## src/rtl/id_ex_stage.sv

```systemverilog
// ID/EX pipeline register: latches decoded control and operands, detects load-use
// hazards against the instruction in EX, and counts inserted bubbles and flushes.
module id_ex_stage #(
    parameter int unsigned XLEN  = 32,
    parameter int unsigned CNT_W = 16
) (
    input  logic                 clk,
    input  logic                 reset,
    input  logic                 hold_i,
    input  logic                 flush_i,
    input  logic                 id_valid_i,
    input  logic [1:0]           id_jal_i,
    input  logic [1:0]           id_alu_src_a_i,
    input  logic [1:0]           id_alu_src_b_i,
    input  logic                 id_mem_to_reg_i,
    input  logic                 id_reg_write_i,
    input  logic                 id_mem_read_i,
    input  logic                 id_mem_write_i,
    input  logic                 id_branch_i,
    input  logic [3:0]           id_alu_control_i,
    input  logic [XLEN-1:0]      id_pc_i,
    input  logic [XLEN-1:0]      id_rs1_data_i,
    input  logic [XLEN-1:0]      id_rs2_data_i,
    input  logic [XLEN-1:0]      id_imm_i,
    input  logic [4:0]           id_rs1_i,
    input  logic [4:0]           id_rs2_i,
    input  logic [4:0]           id_rd_i,
    output logic                 ex_valid_o,
    output logic [1:0]           ex_jal_o,
    output logic [1:0]           ex_alu_src_a_o,
    output logic [1:0]           ex_alu_src_b_o,
    output logic                 ex_mem_to_reg_o,
    output logic                 ex_reg_write_o,
    output logic                 ex_mem_read_o,
    output logic                 ex_mem_write_o,
    output logic                 ex_branch_o,
    output logic [3:0]           ex_alu_control_o,
    output logic [XLEN-1:0]      ex_pc_o,
    output logic [XLEN-1:0]      ex_rs1_data_o,
    output logic [XLEN-1:0]      ex_rs2_data_o,
    output logic [XLEN-1:0]      ex_imm_o,
    output logic [4:0]           ex_rs1_o,
    output logic [4:0]           ex_rs2_o,
    output logic [4:0]           ex_rd_o,
    output logic                 stall_o,
    output logic [CNT_W-1:0]     bubble_cnt_o,
    output logic [CNT_W-1:0]     flush_cnt_o
);

    localparam int unsigned SEL_W = 2;
    localparam int unsigned ALU_W = 4;
    localparam int unsigned REG_W = 5;
    localparam logic [CNT_W-1:0] CNT_MAX = '1;

    logic                 lu_c;
    logic                 bubble_c;
    logic                 d_valid;
    logic [SEL_W-1:0]     d_jal;
    logic [SEL_W-1:0]     d_alu_src_a;
    logic [SEL_W-1:0]     d_alu_src_b;
    logic                 d_mem_to_reg;
    logic                 d_reg_write;
    logic                 d_mem_read;
    logic                 d_mem_write;
    logic                 d_branch;
    logic [ALU_W-1:0]     d_alu_control;
    logic [XLEN-1:0]      d_pc;
    logic [XLEN-1:0]      d_rs1_data;
    logic [XLEN-1:0]      d_rs2_data;
    logic [XLEN-1:0]      d_imm;
    logic [REG_W-1:0]     d_rs1;
    logic [REG_W-1:0]     d_rs2;
    logic [REG_W-1:0]     d_rd;
    logic [CNT_W-1:0]     d_bubble_cnt;
    logic [CNT_W-1:0]     d_flush_cnt;

    // Load in EX whose destination is read by the ID instruction (rs2 compared unconditionally)
    always_comb begin
        lu_c = ex_valid_o & ex_mem_read_o & (ex_rd_o != REG_W'(0)) & id_valid_i &
               ((ex_rd_o == id_rs1_i) | (ex_rd_o == id_rs2_i));
    end

    // A wrong-path ID instruction must not stall the front end
    always_comb begin
        stall_o = hold_i | (lu_c & ~flush_i);
    end

    always_comb begin
        bubble_c = flush_i | lu_c;
    end

    // Next-state: hold keeps everything, bubbles zero only the control bundle
    always_comb begin
        d_valid       = ex_valid_o;
        d_jal         = ex_jal_o;
        d_alu_src_a   = ex_alu_src_a_o;
        d_alu_src_b   = ex_alu_src_b_o;
        d_mem_to_reg  = ex_mem_to_reg_o;
        d_reg_write   = ex_reg_write_o;
        d_mem_read    = ex_mem_read_o;
        d_mem_write   = ex_mem_write_o;
        d_branch      = ex_branch_o;
        d_alu_control = ex_alu_control_o;
        d_pc          = ex_pc_o;
        d_rs1_data    = ex_rs1_data_o;
        d_rs2_data    = ex_rs2_data_o;
        d_imm         = ex_imm_o;
        d_rs1         = ex_rs1_o;
        d_rs2         = ex_rs2_o;
        d_rd          = ex_rd_o;
        d_bubble_cnt  = bubble_cnt_o;
        d_flush_cnt   = flush_cnt_o;

        if (!hold_i) begin
            d_pc       = id_pc_i;
            d_rs1_data = id_rs1_data_i;
            d_rs2_data = id_rs2_data_i;
            d_imm      = id_imm_i;
            d_rs1      = id_rs1_i;
            d_rs2      = id_rs2_i;
            d_rd       = id_rd_i;

            if (bubble_c) begin
                d_valid       = 1'b0;
                d_jal         = SEL_W'(0);
                d_alu_src_a   = SEL_W'(0);
                d_alu_src_b   = SEL_W'(0);
                d_mem_to_reg  = 1'b0;
                d_reg_write   = 1'b0;
                d_mem_read    = 1'b0;
                d_mem_write   = 1'b0;
                d_branch      = 1'b0;
                d_alu_control = ALU_W'(0);
            end else begin
                d_valid       = id_valid_i;
                d_jal         = id_jal_i;
                d_alu_src_a   = id_alu_src_a_i;
                d_alu_src_b   = id_alu_src_b_i;
                d_mem_to_reg  = id_mem_to_reg_i;
                d_reg_write   = id_reg_write_i;
                d_mem_read    = id_mem_read_i;
                d_mem_write   = id_mem_write_i;
                d_branch      = id_branch_i;
                d_alu_control = id_alu_control_i;
            end

            // Flush takes credit when both causes coincide
            if (flush_i) begin
                if (flush_cnt_o != CNT_MAX) begin
                    d_flush_cnt = flush_cnt_o + CNT_W'(1);
                end
            end else if (lu_c) begin
                if (bubble_cnt_o != CNT_MAX) begin
                    d_bubble_cnt = bubble_cnt_o + CNT_W'(1);
                end
            end
        end
    end

    // Stage register
    always_ff @(posedge clk or negedge reset) begin
        if (!reset) begin
            ex_valid_o       <= 1'b0;
            ex_jal_o         <= SEL_W'(0);
            ex_alu_src_a_o   <= SEL_W'(0);
            ex_alu_src_b_o   <= SEL_W'(0);
            ex_mem_to_reg_o  <= 1'b0;
            ex_reg_write_o   <= 1'b0;
            ex_mem_read_o    <= 1'b0;
            ex_mem_write_o   <= 1'b0;
            ex_branch_o      <= 1'b0;
            ex_alu_control_o <= ALU_W'(0);
            ex_pc_o          <= XLEN'(0);
            ex_rs1_data_o    <= XLEN'(0);
            ex_rs2_data_o    <= XLEN'(0);
            ex_imm_o         <= XLEN'(0);
            ex_rs1_o         <= REG_W'(0);
            ex_rs2_o         <= REG_W'(0);
            ex_rd_o          <= REG_W'(0);
            bubble_cnt_o     <= CNT_W'(0);
            flush_cnt_o      <= CNT_W'(0);
        end else begin
            ex_valid_o       <= d_valid;
            ex_jal_o         <= d_jal;
            ex_alu_src_a_o   <= d_alu_src_a;
            ex_alu_src_b_o   <= d_alu_src_b;
            ex_mem_to_reg_o  <= d_mem_to_reg;
            ex_reg_write_o   <= d_reg_write;
            ex_mem_read_o    <= d_mem_read;
            ex_mem_write_o   <= d_mem_write;
            ex_branch_o      <= d_branch;
            ex_alu_control_o <= d_alu_control;
            ex_pc_o          <= d_pc;
            ex_rs1_data_o    <= d_rs1_data;
            ex_rs2_data_o    <= d_rs2_data;
            ex_imm_o         <= d_imm;
            ex_rs1_o         <= d_rs1;
            ex_rs2_o         <= d_rs2;
            ex_rd_o          <= d_rd;
            bubble_cnt_o     <= d_bubble_cnt;
            flush_cnt_o      <= d_flush_cnt;
        end
    end

endmodule

```

## config.mk

```make
export PLATFORM = sky130hd
export DESIGN_NAME = id_ex_stage
export DESIGN_NICKNAME = d
export VERILOG_FILES = /design/src/rtl/id_ex_stage.sv
export SDC_FILE = /design/constraint.sdc
export NUM_CORES = 1
export LEC_CHECK = 0
export CAP_MARGIN = 10
export CORE_AREA = 2 2 139 141
export CTS_BUF_LIST = sky130_fd_sc_hd__clkbuf_2
export DETAILED_ROUTE_END_ITERATION = 7
export DIE_AREA = 0 0 141 143
export PLACE_DENSITY_LB_ADDON = 0.08
export SYNTH_ARGS = -nofsm -noshare
export SYNTH_HDL_FRONTEND = slang
export SYNTH_SLANG_ARGS = --single-unit
```

## constraint.sdc

```tcl
create_clock -name clk -period 6.3 [get_ports clk]
set_input_delay 0.63 -clock clk [delete_from_list [all_inputs] [get_ports clk]]
set_output_delay 0.63 -clock clk [all_outputs]
set_load 0.01 [all_outputs]
```

==> results of run 1 <==
worst max-delay path, delay by kind of cell (launching register included):
| family | cells | cell delay [ns] |
|---|---|---|
| and+or+nand+nor | 2 | 0.26 |
| DFF | 1 | 0.51 |
| buffers and inverters | 1 | 0.56 |
| AOI/OAI and AO/OA | 2 | 0.83 |
| xor gates and xnor gates | 1 | 0.21 |
flip-flops by register name, indices dropped and copies added, names as in the netlist, 2 cells and up:
register / cells
flush_cnt_o: 16
ex_imm_o: 32
bubble_cnt_o: 16
ex_rs2_o: 5
ex_alu_control_o: 4
ex_jal_o: 2
ex_pc_o: 32
ex_rs1_data_o: 32
ex_alu_src_a_o: 2
ex_rs1_o: 5
ex_rs2_data_o: 32
ex_rd_o: 5
ex_alu_src_b_o: 2
metal layers:
| metal | routed length (um) | share of wire | vias to the layer above |
|---|---|---|---|
| li1 | - | - | 2515 |
| met1 | 8110 | 0.38 | 2773 |
| met2 | 10700 | 0.50 | 226 |
| met3 | 1710 | 0.081 | 42 |
| met4 | 663 | 0.031 | 0 |
| met5 | 0 | 0 | - |
final cells by class:
| class | count | share of cell area |
|---|---|---|
| Clock buffer | 19 | 0.00823 |
| Multi-Input combinational cell | 292 | 0.231 |
| Inverter | 1 | 0.000325 |
| Timing Repair Buffer | 357 | 0.309 |
| Clock inverter | 12 | 0.0117 |
| Tap cell | 234 | 0.0253 |
| Sequential cell | 191 | 0.414 |
| Antenna cell | 2 | 0.000433 |
metrics by stage:
step / hold WS, ns / cells
finish: 0.459 / 1108
global route: 0.356 / 1108
CTS: 0.367 / 1106
detailed placement: 0.482 / 1074
global placement: 0.485 / 1074
floorplan: 0.334 / 506
worst max-delay path by stage:
stage / start / to / slack, ns
after floorplan: id_rs2_i[4] / stall_o / 3.97
after global placement: id_rs2_i[4] / stall_o / 2.79
after detailed placement: id_rs2_i[4] / stall_o / 2.77
after CTS: ex_rd_o[4] / stall_o / 2.51
after global routing: ex_rd_o[4] / stall_o / 2.27
final: ex_rd_o[0] / stall_o / 2.59
logic make-up after synthesis:
| family | count (synthesis) |
|---|---|
| flip-flops | 191 |
| multiplexers | 145 |
| AND/OR/NAND/NOR | 78 |
| XOR/XNOR | 38 |
| AO/OA/AOI/OAI | 29 |
| buffers and inverters | 23 |
| adder cells (fa/ha/maj) | 2 |
timing repair:
action / CTS / global route
hold endpoints to repair: 111 / 0
hold buffers: 1 / 0
buffers inserted: 0 / 0
setup endpoints to repair: 0 / 0
report_power, final:
group	total, W	internal, W	switching (W)	leakage (nW)
clock network	0.000599	0.000185	0.000414	0.133
logic	0.000636	0.000402	0.000234	2.27
registers	0.00143	0.00135	0.0000858	2.32
total	0.00267	0.00193	0.000734	4.72
cells in the final DEF, fill, tap and decap left out, types with 4 or more instances in the layout:
| cell | n |
|---|---|
| dfrtp_1 | 191 |
| mux2_2 | 144 |
| nor3_1 | 6 |
| clkdlybuf4s50_1 | 352 |
| clkbuf_2 | 19 |
| xnor2_1 | 33 |
| nor2_1 | 8 |
| nand3_1 | 20 |
| nand2_1 | 16 |
| clkinvlp_4 | 4 |
| xor2_1 | 5 |
| and3_1 | 6 |
| nand4_1 | 10 |
| a22o_1 | 15 |
==> summary.txt, run 1 <==
Hold-critical path depth = 2
GRT Resource Usage Total = 0.212
Total grt overflow = 0
GR peak layer = met2
Adder-cell share of the synthesized area = 0.00331
Hold WC Path Type = input port to register
R2R Setup Slk = 4.07 ns
Worst-skew pair later-pin latency = 0.73 ns
Asr flop ratio synth = 1.00
Yosys Warn Count = 0
FF-to-FF End = bubble_cnt_o[1]
Hold Vio Cnt, Final = 0
Die Area = 20200 um^2
Max Clk Rate = 0.270 GHz
Die X = 141 um
Final ANT Viol Nets = 0
Syn Inst Count = 506
Reg2reg start = bubble_cnt_o[0]
CTS H-tree depth = 4
Tightest Pin Transition = 1.09 ns
Setup crit end kind = output port
Final Setup Violations = 0
Crit-path cells = xnor2_1 > nand3_1 > o22ai_2 > nand2_1 > o21bai_1 > clkdlybuf4s50_1
GP Congestion = 0.829
Share of cells above drive strength 1 = 0.217
Syn avg cell area = 14.9 um^2
HP Start = id_pc_i[10]
Req. time, crit path = 5.67 ns
Leading area contributor after synthesis = dfrtp_1
Top-area cell type share of the netlist area = 0.632
Final Max Slew Viols = 0
Grt met2 use = 0.360
CTS sink count = 191
Met1 Use GR = 0.242
Hold EP = ex_pc_o[10]
Final Cell Area = 11600 um^2
CTS tree = yes
CTS Buf Count = 17
Setup TNS = 0 ns
Post-synth EDFFs = 0
Worst path max stage delay = 0.66 ns
DRT Wirelength = 21.2 mm
Worst slack, placed = 2.77 ns
Register-to-Register Path Depth = 5
Synth Area in Simple Gates = 0.0535
1st-iter DRT viols = 322
Post-synth cell types = 38
P&R area growth vs syn = 52.9%
Largest family of logic cells by synthesized area = multiplexers
First-pass GRT wire length = 32.8 mm
Multi-input gate area = 2670 um^2
Synth top area cells = dfrtp_1 63%, mux2_2 21%, xnor2_1 3.8%
Worst rel slew slack = 0.273
Register area share after synthesis = 0.632
Most frequent cell after synthesis = dfrtp_1
Vias = 5556
Outcome = complete, no violations
Final period util = 0.589
Wire length per cell = 19.1 um
FF/Latch Area = 4780 um^2
Die height = 143 um
Area after DPL = 11300 um^2
DP HPWL = 15.7 mm
Clock Pin Slew Worst Setup and Hold Paths = 0.28 ns
Final setup skew = 0.0302 ns
Initial Util = 0.407
Largest net degree at the start of global routing = 113
Vias per cell = 5.01
Max clock buf depth = 2
DR pass1 iterations = 6
Critical-path maximum fanout = 17
Core area = 18600 um^2
Buffers added on ports = 354
Synth Flop Type = dfrtp_1
Power Dens Cells = 231 nW/um^2
Final worst setup slack = 2.59 ns
Utilization after layout = 0.622
Total power = 0.00267 W
VDD IR max = 0.000131 V
Io pins = 355
Synth Area in Compound Gates = 0.0368
Min Tclk post-route = 3.71 ns
Setup CP Type = register to output port
Clock root cell = clkbuf_2
Met3 usage = 0.0755
Crit path DAT = 3.08 ns
Fill cells = 1422
Net count reported at finish = 1025
LEAKAGE = 4.72 nW
Post-synthesis xor/xnor area fraction = 0.0440
RSZ-0062 raised after global routing = false
Post-synthesis mux area share = 0.216
Syn Std Cell Area = 7560 um^2
Synth cell count leaders = 191 x dfrtp_1, 144 x mux2_2, 33 x xnor2_1
Row count = 50
Number of synthesized register bits = 191
Drc violations = 0
Max_cap viols = 0
Slowest cell on the critical path = o22ai_2
Setup crit start kind = register
Antenna violations before repair = 1
Vias in the first global route = 5983
Post-CTS Resized = 0
Syn Nets = 671
(Power assumes the default switching activity.)
==> run 2, diff against run 1 <==
Settings changed: CORE_AREA 2 2 139 141 to not set, CORE_MARGIN set to 2, CORE_UTILIZATION set to 38, DIE_AREA 0 0 141 143 to not set.
Clock period 6.3 ns to 3.1 ns, I/O delays scaled along.
==> summary.txt, run 2 (synthesis results as in run 1) <==
Most frequent cells in the layout = 351 x clkdlybuf4s50_1, 188 x dfrtp_1, 144 x mux2_2
Wire length per cell = 18.8 um (-1.5%)
Placed Cells = 1108 (+3.2%)
Critical path startpoint = ex_rd_o[1]
HP Start = id_pc_i[17]
Clock root cell = clkbuf_2
Multi-input gate area = 2670 um^2 (unchanged)
Seq pwr share = 0.508 (-0.029)
CTS Buf Count = 17 (unchanged)
FF/Latch Area = 4780 um^2 (about the same)
Vias = 5500 (-1.0%)
Largest net degree at the start of global routing = 98 (-13%)
Critical-path maximum fanout = 4 (-13)
Outcome = complete, no violations
CTS sink count = 191 (unchanged)
Setup crit end kind = output port
Vias in the first global route = 6004 (+0.35%)
Row count = 51 (+2.0%)
GP Congestion = 0.823 (-0.66%)
CTS tree = yes
Max clock buf depth = 2 (unchanged)
Total grt overflow = 0 (unchanged)
Fin cells = 1146 (+3.4%)
RSZ-0062 raised after global routing = false
Crit path DAT = 2.52 ns (-0.56 ns)
LEAKAGE = 4.80 nW (+1.7%)
Reg2reg start = bubble_cnt_o[0]
DP HPWL = 16.2 mm (+3.5%)
Tightest Pin Transition = 0.824 ns (-0.267 ns)
VDD IR max = 0.000316 V (+140%)
Pint = 0.00419 W (+120%)
Setup TNS = 0 ns (unchanged)
First-pass GRT wire length = 34.3 mm (+4.4%)
Worst rel slew slack = 0.451 (+0.178)
Die Area = 21000 um^2 (+4.3%)
Io pins = 355 (unchanged)
Clk pwr share = 0.263 (+0.038)
DR pass1 iterations = 4 (-2)
Die height = 145 um (+1.4%)
Hold Vio Cnt, Final = 0 (unchanged)
Share of cells above drive strength 1 = 0.224 (+0.00738)
Max Clk Rate = 0.353 GHz
Drc violations = 0 (unchanged)
CTS H-tree depth = 4 (unchanged)
Clock Pin Slew Worst Setup and Hold Paths = 0.29 ns (about the same)
Core area = 19500 um^2 (+4.7%)
Initial Util = 0.388 (-0.0184)
Fill cells = 1540 (+8.3%)
Req. time, crit path = 2.79 ns (-2.88 ns)
Final ANT Viol Nets = 0 (unchanged)
Comb pwr share = 0.228 (-0.010)
Final Setup Violations = 0 (unchanged)
Final setup skew = 0.0424 ns (+0.0121 ns)
Final Max Slew Viols = 0 (unchanged)
Net switching power = 0.00153 W (+110%)
Power Dens Cells = 487 nW/um^2 (+110%)
GRT Resource Usage Total = 0.209 (-0.00275)
Vias per cell = 4.80 (-4.3%)
Hold WC Path Type = input port to register
Min Tclk post-route = 2.83 ns
DRT Wirelength = 21.6 mm (+1.9%)
Final period util = 0.914
Commonest non-fill, non-tap cell in the layout = clkdlybuf4s50_1
1st-iter DRT viols = 187 (-42%)
Max_cap viols = 0 (unchanged)
Setup crit start kind = register
Setup CP Type = register to output port
Net count reported at finish = 1031 (+0.59%)
P&R area growth vs syn = 55.5%
Worst-skew pair later-pin latency = 0.73 ns (about the same)
Die X = 145 um (+2.9%)
Buffers added on ports = 354 (unchanged)
Utilization after layout = 0.604 (-0.0181)
Antenna violations before repair = 3 (+2)
Sw Ratio = 0.267 (-0.00774)
run 2: worst paths after layout:
path	cells past startpoint	slack, ns	end
max	5	0.27	stall_o
min	2	0.14	ex_pc_o[17]
max reg2reg	5	0.88	bubble_cnt_o[1]
min reg2reg	1	0.52	bubble_cnt_o[14]
max in group asynchronous	3	2.09	ex_pc_o[7]
min in group asynchronous	2	0.15	ex_pc_o[14]
run 2: per-stage QoR:
stage / setup slack (ns) / cell area (um^2) / hold slack [ns] / total power, W
CTS: 0.153 / 11700 / 0.0328 / 0.00582
floorplan: 1.02 / 7560 / 0.0144 / 0.00339
global placement: 0.653 / 11400 / 0.448 / 0.00424
detailed placement: 0.656 / 11400 / 0.458 / 0.00427
global route: 0.0885 / 11800 / 0.00151 / 0.00601
finish: 0.266 / 11800 / 0.143 / 0.00572
run 2: layout make-up:
class / instances / share of cell area
antenna: 2 / 0.000426
inverter: 1 / 0.000319
sequential: 191 / 0.407
multi-input combinational: 292 / 0.227
tap: 265 / 0.0282
clock buffer: 18 / 0.00766
timing repair buffer: 363 / 0.310
clock inverter: 14 / 0.0189
run 2: power groups by stage:
stage | logic, W | clock network, W | registers, W
after global placement | 0.00130 | 0 | 0.00294
after floorplan | 0.000343 | 0 | 0.00305
after CTS | 0.00133 | 0.00158 | 0.00291
final | 0.00131 | 0.00151 | 0.00291
after global routing | 0.00139 | 0.00167 | 0.00295
after detailed placement | 0.00131 | 0 | 0.00295
run 2: layer usage:
metal,vias to the layer above,part of all wire,GRT usage
met4,2,0.023,0.0748
met1,2748,0.38,0.235
met5,-,0.00056,0
met2,206,0.52,0.362
li1,2518,-,-
met3,26,0.080,0.0796
run 2: timing repair:
action / 4_1_cts / 5_1_grt
buffers inserted: 2 / 0
endpoints found under the setup margin: 1 / 0
gates resized for setup: 4 / 0
hold buffers: 2 / 0
hold endpoints to repair: 123 / 0
run 2: critical path, cell delays in order, from the launching register on:
cell and delay, ns:
dfrtp_2 0.46, or4_4 0.54, o2111a_2 0.31, nand2_1 0.09, o21bai_1 0.09, dlygate4sd2_1 0.31
